File: config.mk
export PLATFORM = sky130hd
export DESIGN_NAME = bit_destuffer_flat
export DESIGN_NICKNAME = d
export VERILOG_FILES = /design/src/rtl/bit_destuffer_if.sv /design/src/rtl/bit_destuffer.sv /design/src/flat_wrapper.sv
export SDC_FILE = /design/constraint.sdc
export NUM_CORES = 1
export LEC_CHECK = 0
export CAP_MARGIN = 40
export CORE_MARGIN = 4
export CORE_UTILIZATION = 52
export CTS_CLUSTER_SIZE = 14
export DETAILED_ROUTE_END_ITERATION = 8
export PLACE_DENSITY_LB_ADDON = 0.15
export SLEW_MARGIN = 5
export SYNTH_ARGS = -nofsm -noshare
export SYNTH_HDL_FRONTEND = slang
export SYNTH_SLANG_ARGS = --single-unit
File: constraint.sdc
create_clock -name clk -period 1.8 [get_ports clk]
set_input_delay 0.45 -clock clk [delete_from_list [all_inputs] [get_ports clk]]
set_output_delay 0.45 -clock clk [all_outputs]
set_load 0.05 [all_outputs]
File: src/rtl/bit_destuffer_if.sv
// Bit-level link between the frame controller and the CAN bit destuffer.
// master = frame controller side, slave = destuffer.
interface bit_destuffer_if;
   logic       samplePoint;
   logic       canRX;
   logic       BS_onoff;
   logic       CRCtime;
   logic       EDL;
   logic       isError;
   logic       isStuff;
   logic       stuffError;
   logic [2:0] stuffCount;
   logic       stuffParity;
   logic       fixedMode;

   modport master (
      output samplePoint, canRX, BS_onoff, CRCtime, EDL, isError,
      input  isStuff, stuffError, stuffCount, stuffParity, fixedMode
   );

   modport slave (
      input  samplePoint, canRX, BS_onoff, CRCtime, EDL, isError,
      output isStuff, stuffError, stuffCount, stuffParity, fixedMode
   );
endinterface

File: src/rtl/bit_destuffer.sv
// CAN / CAN FD receive bit destuffer: dynamic 5-bit-run stuffing, FD fixed
// stuffing in the CRC field, stuff-rule checking and Gray-coded stuff count.
module bit_destuffer (
   input  logic           clk,
   input  logic           rst_n,
   bit_destuffer_if.slave bus
);

   localparam logic [1:0] IDLE    = 2'd0;
   localparam logic [1:0] DYNAMIC = 2'd1;
   localparam logic [1:0] FIXED   = 2'd2;

   logic [1:0] state;
   logic       lastBit;
   logic [2:0] runLen;
   logic [2:0] fixedCnt;
   logic [2:0] dynCnt;
   logic       stuffPend;
   logic       stuffErrReg;

   logic       fixedEntry;
   logic       fixedDue;
   logic       sameBit;
   logic [2:0] runNext;
   logic [2:0] grayCnt;

   // fixedCnt counts FD data bits 0..4; the value 4 marks the fixed stuff slot.
   assign fixedEntry = (state == DYNAMIC) & bus.CRCtime & bus.EDL & bus.BS_onoff;
   assign fixedDue   = (state == FIXED) & (fixedCnt == 3'd4);
   assign sameBit    = (bus.canRX == lastBit);
   assign runNext    = sameBit ? (runLen + 3'd1) : 3'd1;
   assign grayCnt    = dynCnt ^ (dynCnt >> 1);

   always_ff @(posedge clk or negedge rst_n) begin
      if (!rst_n) begin
         state       <= IDLE;
         lastBit     <= 1'b1;
         runLen      <= 3'd1;
         fixedCnt    <= 3'd0;
         dynCnt      <= 3'd0;
         stuffPend   <= 1'b0;
         stuffErrReg <= 1'b0;
      end else if (bus.isError) begin
         state       <= IDLE;
         stuffPend   <= 1'b0;
         fixedCnt    <= 3'd0;
         stuffErrReg <= 1'b0;
      end else begin
         stuffErrReg <= 1'b0;
         if (bus.samplePoint) begin
            if (!bus.BS_onoff) begin
               state     <= IDLE;
               lastBit   <= bus.canRX;
               runLen    <= 3'd1;
               stuffPend <= 1'b0;
               fixedCnt  <= 3'd0;
            end else begin
               case (state)
                  IDLE: begin
                     // The entry bit (normally SOF) opens the first run.
                     state     <= DYNAMIC;
                     dynCnt    <= 3'd0;
                     lastBit   <= bus.canRX;
                     runLen    <= 3'd1;
                     stuffPend <= 1'b0;
                  end
                  DYNAMIC: begin
                     lastBit <= bus.canRX;
                     if (fixedEntry) begin
                        stuffErrReg <= sameBit;
                        state       <= FIXED;
                        fixedCnt    <= 3'd0;
                        stuffPend   <= 1'b0;
                        runLen      <= 3'd1;
                     end else if (stuffPend) begin
                        stuffErrReg <= sameBit;
                        runLen      <= 3'd1;
                        stuffPend   <= 1'b0;
                        dynCnt      <= dynCnt + 3'd1;
                     end else begin
                        runLen    <= runNext;
                        stuffPend <= (runNext == 3'd5);
                     end
                  end
                  FIXED: begin
                     lastBit <= bus.canRX;
                     if (fixedCnt == 3'd4) begin
                        stuffErrReg <= sameBit;
                        fixedCnt    <= 3'd0;
                     end else begin
                        fixedCnt <= fixedCnt + 3'd1;
                     end
                  end
                  default: state <= IDLE;
               endcase
            end
         end
      end
   end

   assign bus.isStuff     = ((state == DYNAMIC) & stuffPend) | fixedDue | fixedEntry;
   assign bus.stuffError  = stuffErrReg;
   assign bus.stuffCount  = grayCnt;
   assign bus.stuffParity = ^grayCnt;
   assign bus.fixedMode   = (state == FIXED);

endmodule
File: src/flat_wrapper.sv
// flat-port wrapper written by rule: the top's interface ports become plain ports
module bit_destuffer_flat 
  (clk, rst_n, bus_samplePoint, bus_canRX, bus_BS_onoff, bus_CRCtime, bus_EDL, bus_isError, bus_isStuff, bus_stuffError, bus_stuffCount, bus_stuffParity, bus_fixedMode);
  bit_destuffer_if bus_i ();
  input  logic clk;
  input  logic rst_n;
  input wire logic [$bits(bus_i.samplePoint)-1:0] bus_samplePoint;
  input wire logic [$bits(bus_i.canRX)-1:0] bus_canRX;
  input wire logic [$bits(bus_i.BS_onoff)-1:0] bus_BS_onoff;
  input wire logic [$bits(bus_i.CRCtime)-1:0] bus_CRCtime;
  input wire logic [$bits(bus_i.EDL)-1:0] bus_EDL;
  input wire logic [$bits(bus_i.isError)-1:0] bus_isError;
  output wire logic [$bits(bus_i.isStuff)-1:0] bus_isStuff;
  output wire logic [$bits(bus_i.stuffError)-1:0] bus_stuffError;
  output wire logic [$bits(bus_i.stuffCount)-1:0] bus_stuffCount;
  output wire logic [$bits(bus_i.stuffParity)-1:0] bus_stuffParity;
  output wire logic [$bits(bus_i.fixedMode)-1:0] bus_fixedMode;
  assign bus_i.samplePoint = bus_samplePoint;
  assign bus_i.canRX = bus_canRX;
  assign bus_i.BS_onoff = bus_BS_onoff;
  assign bus_i.CRCtime = bus_CRCtime;
  assign bus_i.EDL = bus_EDL;
  assign bus_i.isError = bus_isError;
  assign bus_isStuff = bus_i.isStuff;
  assign bus_stuffError = bus_i.stuffError;
  assign bus_stuffCount = bus_i.stuffCount;
  assign bus_stuffParity = bus_i.stuffParity;
  assign bus_fixedMode = bus_i.fixedMode;
  bit_destuffer u_core (.clk(clk), .rst_n(rst_n), .bus(bus_i));
endmodule
==> flow_metrics.py, run 1 <==
metrics = {
    "status": {
        "status": "finished, violations left",
        "failed_checks": "negative setup slack",
    },
    "power": {
        "leakagePower_nw": 0.659,
        "switching_share": 0.306,
        "ir_worst_vdd_uv": 529,
        "combPwrFrac": 0.292,
        "p_total_uw": 756,
        "seqPwrFrac": 0.449,
        "p_int_uw": 524,
        "p_sw_uw": 231,
        "p_per_area_nw_per_um2": 527,
        "pwr-share-clk": 0.259,
    },
    "timing": {
        "relSlewSlack": 0.814,
        "rsz0062_at_grt": "yes",
        "clock_skew_ps": 10.7,
        "slew_viol_final": 0,
        "setup_viol": 1,
        "tightestPinTransition_ps": 278,
        "timing.fmax_ghz": 0.553,
        "finalCritPeriodShare": 1.00,
        "tns_ps": -8.51,
        "min_period_ps": 1810,
        "hold_viol": 0,
        "fin_ws_ps": -8.51,
    },
    "finish": {
        "drive_gt1_frac": 0.397,
        "diodes": 0,
        "syn2layout_area_growth_pct": 45.5,
        "fin_util": 0.812,
        "final_nets": 154,
        "fill_cells": 119,
    },
    "worst_setup_path": {
        "endpoint_kind": "primary output",
        "cp_max_fo": 3,
        "cp-start-kind": "register",
        "worst-endpoint-required_ps": 1350,
        "ff2ff_setup_slack_ps": 210,
        "startpoint": "u_core.fixedCnt[0]",
        "crit_arrival_ps": 1360,
        "criticalPathCategory": "reg -> out",
        "reg2reg_from": "u_core.state[1]",
    },
    "detailed_routing": {
        "ant_nets": 0,
        "wl_per_cell_um": 14.2,
        "drt-pass1-iter-count": 4,
        "drc": 0,
        "detail_route.wirelength_um": 2280,
        "drt_iter0_drc": 12,
        "viasPerCell": 5.49,
        "num_vias": 884,
    },
    "clock_tree": {
        "clk_latency_ps": 290,
        "cts_sinks": 14,
        "holdBufCountCts": 0,
        "path_clk_slew_ps": 90,
        "cts_tree": "built",
        "cts_max_level": 1,
        "clk_path_buf_depth": 2,
        "clockRootBuffer": "clkbuf_4",
        "cts_inserted_buffers": 3,
    },
    "global_routing": {
        "use_met1": 0.250,
        "busiest_layer": "met2",
        "grt_remaining_overflow": 0,
        "grt.total_usage": 0.207,
        "grt_pass1_wl_um": 4070,
        "grt_util_met3": 0.0315,
        "grt_max_degree": 15,
        "antenna_found_initial": 0,
        "grt_use_met2": 0.350,
        "grt_pass1_vias": 917,
    },
    "floorplan": {
        "ios": 15,
        "coreArea_um2": 1760,
        "rows": 15,
        "die_y_um": 51.5,
        "die_area_um2": 2650,
        "floorplan.initialDensity": 0.558,
        "die_w_um": 51.5,
    },
    "synthesis": {
        "syn_avg_cell_area_um2": 10.2,
        "synth_ff_type": "dfrtp_1",
        "ys_ff_latch": 14,
        "synth_edf_count": 0,
        "synthCells": 97,
        "postSynth.asyncResetShare": 1.00,
        "synth_cell_types": 45,
        "yosysSeqAreaShare": 0.358,
        "syn_area_um2": 985,
        "yosysWarnings": 0,
        "synth_nets": 114,
    },
    "placement": {
        "place_congestion": 0.862,
        "dp_hpwl_um": 1680,
        "portBuffers": 14,
    },
    "job": {
        "max_cap_viol_count": 0,
    },
    "min_path": {
        "hp-class": "in -> async",
    },
}
==> path summary, 6_finish.rpt <==
path                       cells after the start                to
max in group asynchronous                      2    u_core.lastBit
min reg2reg                                    2  u_core.runLen[0]
max                                            4       bus_isStuff
min in group clk                               2  u_core.runLen[0]
min                                            2  u_core.dynCnt[0]
max reg2reg                                    6   u_core.state[0]
==> placed cells by master (no fill, tap or decap), types with 3 or more instances in the layout <==
master | synthesis | final
a21oi_1 | 5 | 5
buf_12 | 0 | 5
buf_4 | 1 | 27
clkbuf_4 | 0 | 3
clkdlybuf4s50_1 | 0 | 4
dfrtp_1 | 12 | 12
dlygate4sd2_1 | 0 | 3
ha_1 | 9 | 5
inv_1 | 7 | 5
inv_2 | 1 | 3
nand2_1 | 6 | 6
nand2b_1 | 3 | 3
nand3_1 | 5 | 5
nor2_1 | 3 | 3
o21ai_1 | 4 | 4
==> metal layers <==
metal	vias up	share of wire	routed length [um]
li1	429	-	-
met1	422	0.42	969
met2	24	0.50	1140
met3	9	0.037	85
met4	0	0.037	85
met5	-	0	0
==> Yosys cell counts (2+ instances only) <==
| master | number | share of area |
|---|---|---|
| a32o_1 | 2 | 0.020 |
| nor2_1 | 3 | 0.011 |
| buf_2 | 2 | 0.010 |
| a21oi_1 | 5 | 0.025 |
| dfrtp_1 | 12 | 0.30 |
| nor2b_1 | 2 | 0.013 |
| dfstp_2 | 2 | 0.053 |
| o31ai_1 | 2 | 0.015 |
| inv_1 | 7 | 0.027 |
| xor2_1 | 3 | 0.027 |
| nand3_1 | 5 | 0.025 |
| ha_1 | 9 | 0.11 |
| nand2_1 | 6 | 0.023 |
| o21ai_1 | 4 | 0.020 |
| nand2b_1 | 3 | 0.019 |
==> cells by family after synthesis <==
kind of cell               synth area share
muxes                                0.0216
DFF                                   0.358
buffers and inverters                0.0597
xor gates and xnor gates             0.0432
AOI/OAI and AO/OA                     0.215
and+or+nand+nor                       0.188
adders and majority gates             0.114
==> repair_timing <==
item | CTS | global route
pin swaps | 3 | 2
cloned | 0 | 0
endpoints found under the hold margin | 0 | 0
resized for setup | 7 | 0
setup buffers | 9 | 1
setup endpoints to repair | 2 | 2
==> state kept, by name, summed over array words and instances, names as in the netlist <==
| name | flops |
|---|---|
| u_core.state | 2 |
| u_core.lastBit | 1 |
| u_core.fixedCnt | 3 |
| u_core.stuffPend | 1 |
| u_core.runLen | 3 |
| u_core.dynCnt | 3 |
| u_core.bus.stuffError | 1 |
==> through the flow <==
stage	instances	hold WS [ps]	setup slack [ps]	area, um^2
CTS	160	467	-6.95	1430
floorplan	97	154	57.7	1030
finish	161	459	-8.51	1430
global route	161	470	-53.7	1430
global placement	147	505	-164	1330
detailed placement	147	511	-175	1330
==> layout make-up <==
class                   instances  area, um^2  area share
well taps                      25        31.3      0.0218
clock buffers                   4        26.3      0.0183
multi-input cells              71         623       0.435
repair buffers                 39         369       0.258
inverters                       8        30.0      0.0210
flip-flops and latches         14         353       0.246
==> critical path, cell delays in order, from the launching register on <==
cell and delay [ps]:
dfrtp_1 360, inv_1 60, ha_2 200, a32o_2 290
buf_12 150
==> power by group through the flow <==
stage / combinational (mW) / clock (mW) / sequential, mW
floorplan: 0.120 / 0 / 0.346
global placement: 0.201 / 0 / 0.345
detailed placement: 0.206 / 0 / 0.345
CTS: 0.217 / 0.202 / 0.339
global route: 0.238 / 0.215 / 0.341
finish: 0.221 / 0.196 / 0.339
Note: power is estimated with default switching activity, not from simulation.
==> inputs of run 2 (changes only) <==
- CORE_UTILIZATION: 52 -> 50
- PLACE_DENSITY: not set -> 0.75
- PLACE_DENSITY_LB_ADDON: 0.15 -> not set
==> flow_metrics.py, run 2 (synthesis gave the netlist of run 1 again) <==
metrics = {
    "status": {
        "status": "finished, violations left",
        "failed_checks": "negative setup slack",
    },
    "placement": {
        "place_area_um2": 1320,
        "dp_hpwl_um": 1710,
        "place_congestion": 0.824,
        "portBuffers": 14,
    },
    "job": {
        "max_cap_viol_count": 0,
    },
    "power": {
        "leakagePower_nw": 0.626,
        "p_sw_uw": 228,
        "seqPwrFrac": 0.461,
        "p_int_uw": 516,
        "p_per_area_nw_per_um2": 532,
        "switching_share": 0.306,
        "combPwrFrac": 0.284,
        "ir_worst_vdd_uv": 509,
        "pwr-share-clk": 0.255,
    },
    "finish": {
        "final_nets": 147,
        "diodes": 0,
        "fill_cells": 129,
        "fin_area_um2": 1400,
        "drive_gt1_frac": 0.364,
        "syn2layout_area_growth_pct": 41.9,
        "multi_input_area_um2": 633,
        "mostFrequentLayoutCell": "buf_4",
        "register_area_um2": 354,
        "reg_top3": "u_core.dynCnt (3), u_core.fixedCnt (3), u_core.runLen (3)",
        "layout_common_cells": "buf_4, dfrtp_1, inv_1, nand2_1",
    },
    "timing": {
        "relSlewSlack": 0.813,
        "slew_viol_final": 0,
        "finalCritPeriodShare": 1.02,
        "setup_viol": 1,
        "rsz0062_at_grt": "yes",
        "clock_skew_ps": 16.6,
        "hold_viol": 0,
        "timing.fmax_ghz": 0.544,
        "fin_ws_ps": -37.5,
        "whs_ps": 474,
        "min_period_ps": 1840,
        "tightestPinTransition_ps": 279,
    },
    "worst_setup_path": {
        "cp_max_fo": 4,
        "cp-start-kind": "register",
        "crit_arrival_ps": 1390,
        "criticalPathCategory": "reg -> out",
        "reg2reg_from": "u_core.state[1]",
        "cp_slowest_cell": "dfrtp_1",
        "worst-endpoint-required_ps": 1350,
        "path_cells": "buf_6 > ha_4 > a32o_2 > buf_12",
        "startpoint": "u_core.state[1]",
        "cpPeakStageDelay_ps": 400,
        "endpoint_kind": "primary output",
    },
    "floorplan": {
        "die_y_um": 52.4,
        "rows": 15,
        "die_area_um2": 2740,
        "coreArea_um2": 1800,
        "floorplan.initialDensity": 0.547,
        "ios": 15,
        "die_w_um": 52.4,
    },
    "clock_tree": {
        "clk_path_buf_depth": 2,
        "cts_inserted_buffers": 3,
        "path_clk_slew_ps": 100,
        "clockRootBuffer": "clkbuf_4",
        "clk_latency_ps": 280,
        "cts_tree": "built",
        "cts_sinks": 14,
        "holdBufCountCts": 0,
        "cts_max_level": 1,
    },
    "detailed_routing": {
        "detail_route.wirelength_um": 2320,
        "drt-pass1-iter-count": 4,
        "drc": 0,
        "viasPerCell": 5.62,
        "wl_per_cell_um": 15.1,
        "drt_iter0_drc": 9,
        "num_vias": 866,
        "ant_nets": 0,
    },
    "min_path": {
        "hp-class": "in -> async",
    },
    "global_routing": {
        "antenna_found_initial": 0,
        "grt_pass1_wl_um": 3950,
        "grt_max_degree": 15,
        "grt_remaining_overflow": 0,
        "grt_pass1_vias": 878,
        "grt.total_usage": 0.191,
    },
}
==> run 2: what timing repair did <==
| item | in CTS | in global routing |
|---|---|---|
| setup buffers | 4 | 1 |
| cloned | 0 | 0 |
| pin swaps | 1 | 2 |
| gates resized for setup | 8 | 2 |
| setup endpoints to repair | 2 | 4 |
==> run 2: path summary, 6_finish.rpt <==
check | cells past startpoint | to | slack (ps)
worst max-delay path | 4 | bus_isStuff | -40
worst min-delay path | 2 | u_core.fixedCnt[2] | 470
worst max register to register | 6 | u_core.runLen[2] | 100
worst min register to register | 1 | u_core.dynCnt[2] | 520
max in group asynchronous | 2 | u_core.lastBit | 1060
min in group clk | 1 | u_core.dynCnt[2] | 520
==> run 2: routing by layer <==
metal / routed length [um] / GRT usage
met1: 1040 / 0.234
met2: 1140 / 0.351
met3: 99 / 0.0342
met4: 40 / 0.0255
met5: 0 / 0
==> run 2: power by group through the flow <==
stage / logic (mW) / clock network (mW) / registers (mW)
floorplan: 0.120 / 0 / 0.346
global placement: 0.199 / 0 / 0.344
detailed placement: 0.205 / 0 / 0.346
CTS: 0.209 / 0.195 / 0.342
global route: 0.226 / 0.213 / 0.344
finish: 0.211 / 0.189 / 0.343
==> run 2: through the flow <==
stage                     TNS (ps)  cells  utilization  total power, mW  setup slack, ps
after floorplan                  0     97            -            0.465             57.7
after global placement        -561    145        0.730            0.544             -171
after detailed placement     -1060    145        0.730            0.550             -174
after CTS                    -34.4    153        0.769            0.745            -34.4
after global routing         -97.7    154        0.776            0.783            -87.9
final                        -37.5    154        0.776            0.744            -37.5
==> run 2: worst max-delay path, delay by kind of cell (launching register included) <==
family,cells,cell delay (ps)
AOI/OAI and AO/OA,1,260
adders and majority gates,1,160
buffers and inverters,2,290
DFF,1,400
==> run 2: cell type report <==
cell class | instances | share of cell area
multi-input cells | 71 | 0.453
clock buffers | 4 | 0.0188
repair buffers | 32 | 0.229
flip-flops and latches | 14 | 0.253
inverters | 8 | 0.0233
well taps | 25 | 0.0224
==> inputs of run 3 (changes only) <==
- GPL_ROUTABILITY_DRIVEN: not set -> 0
==> results of run 3 <==
No change in the layout: final DEF, timing and power equal those of run 2.
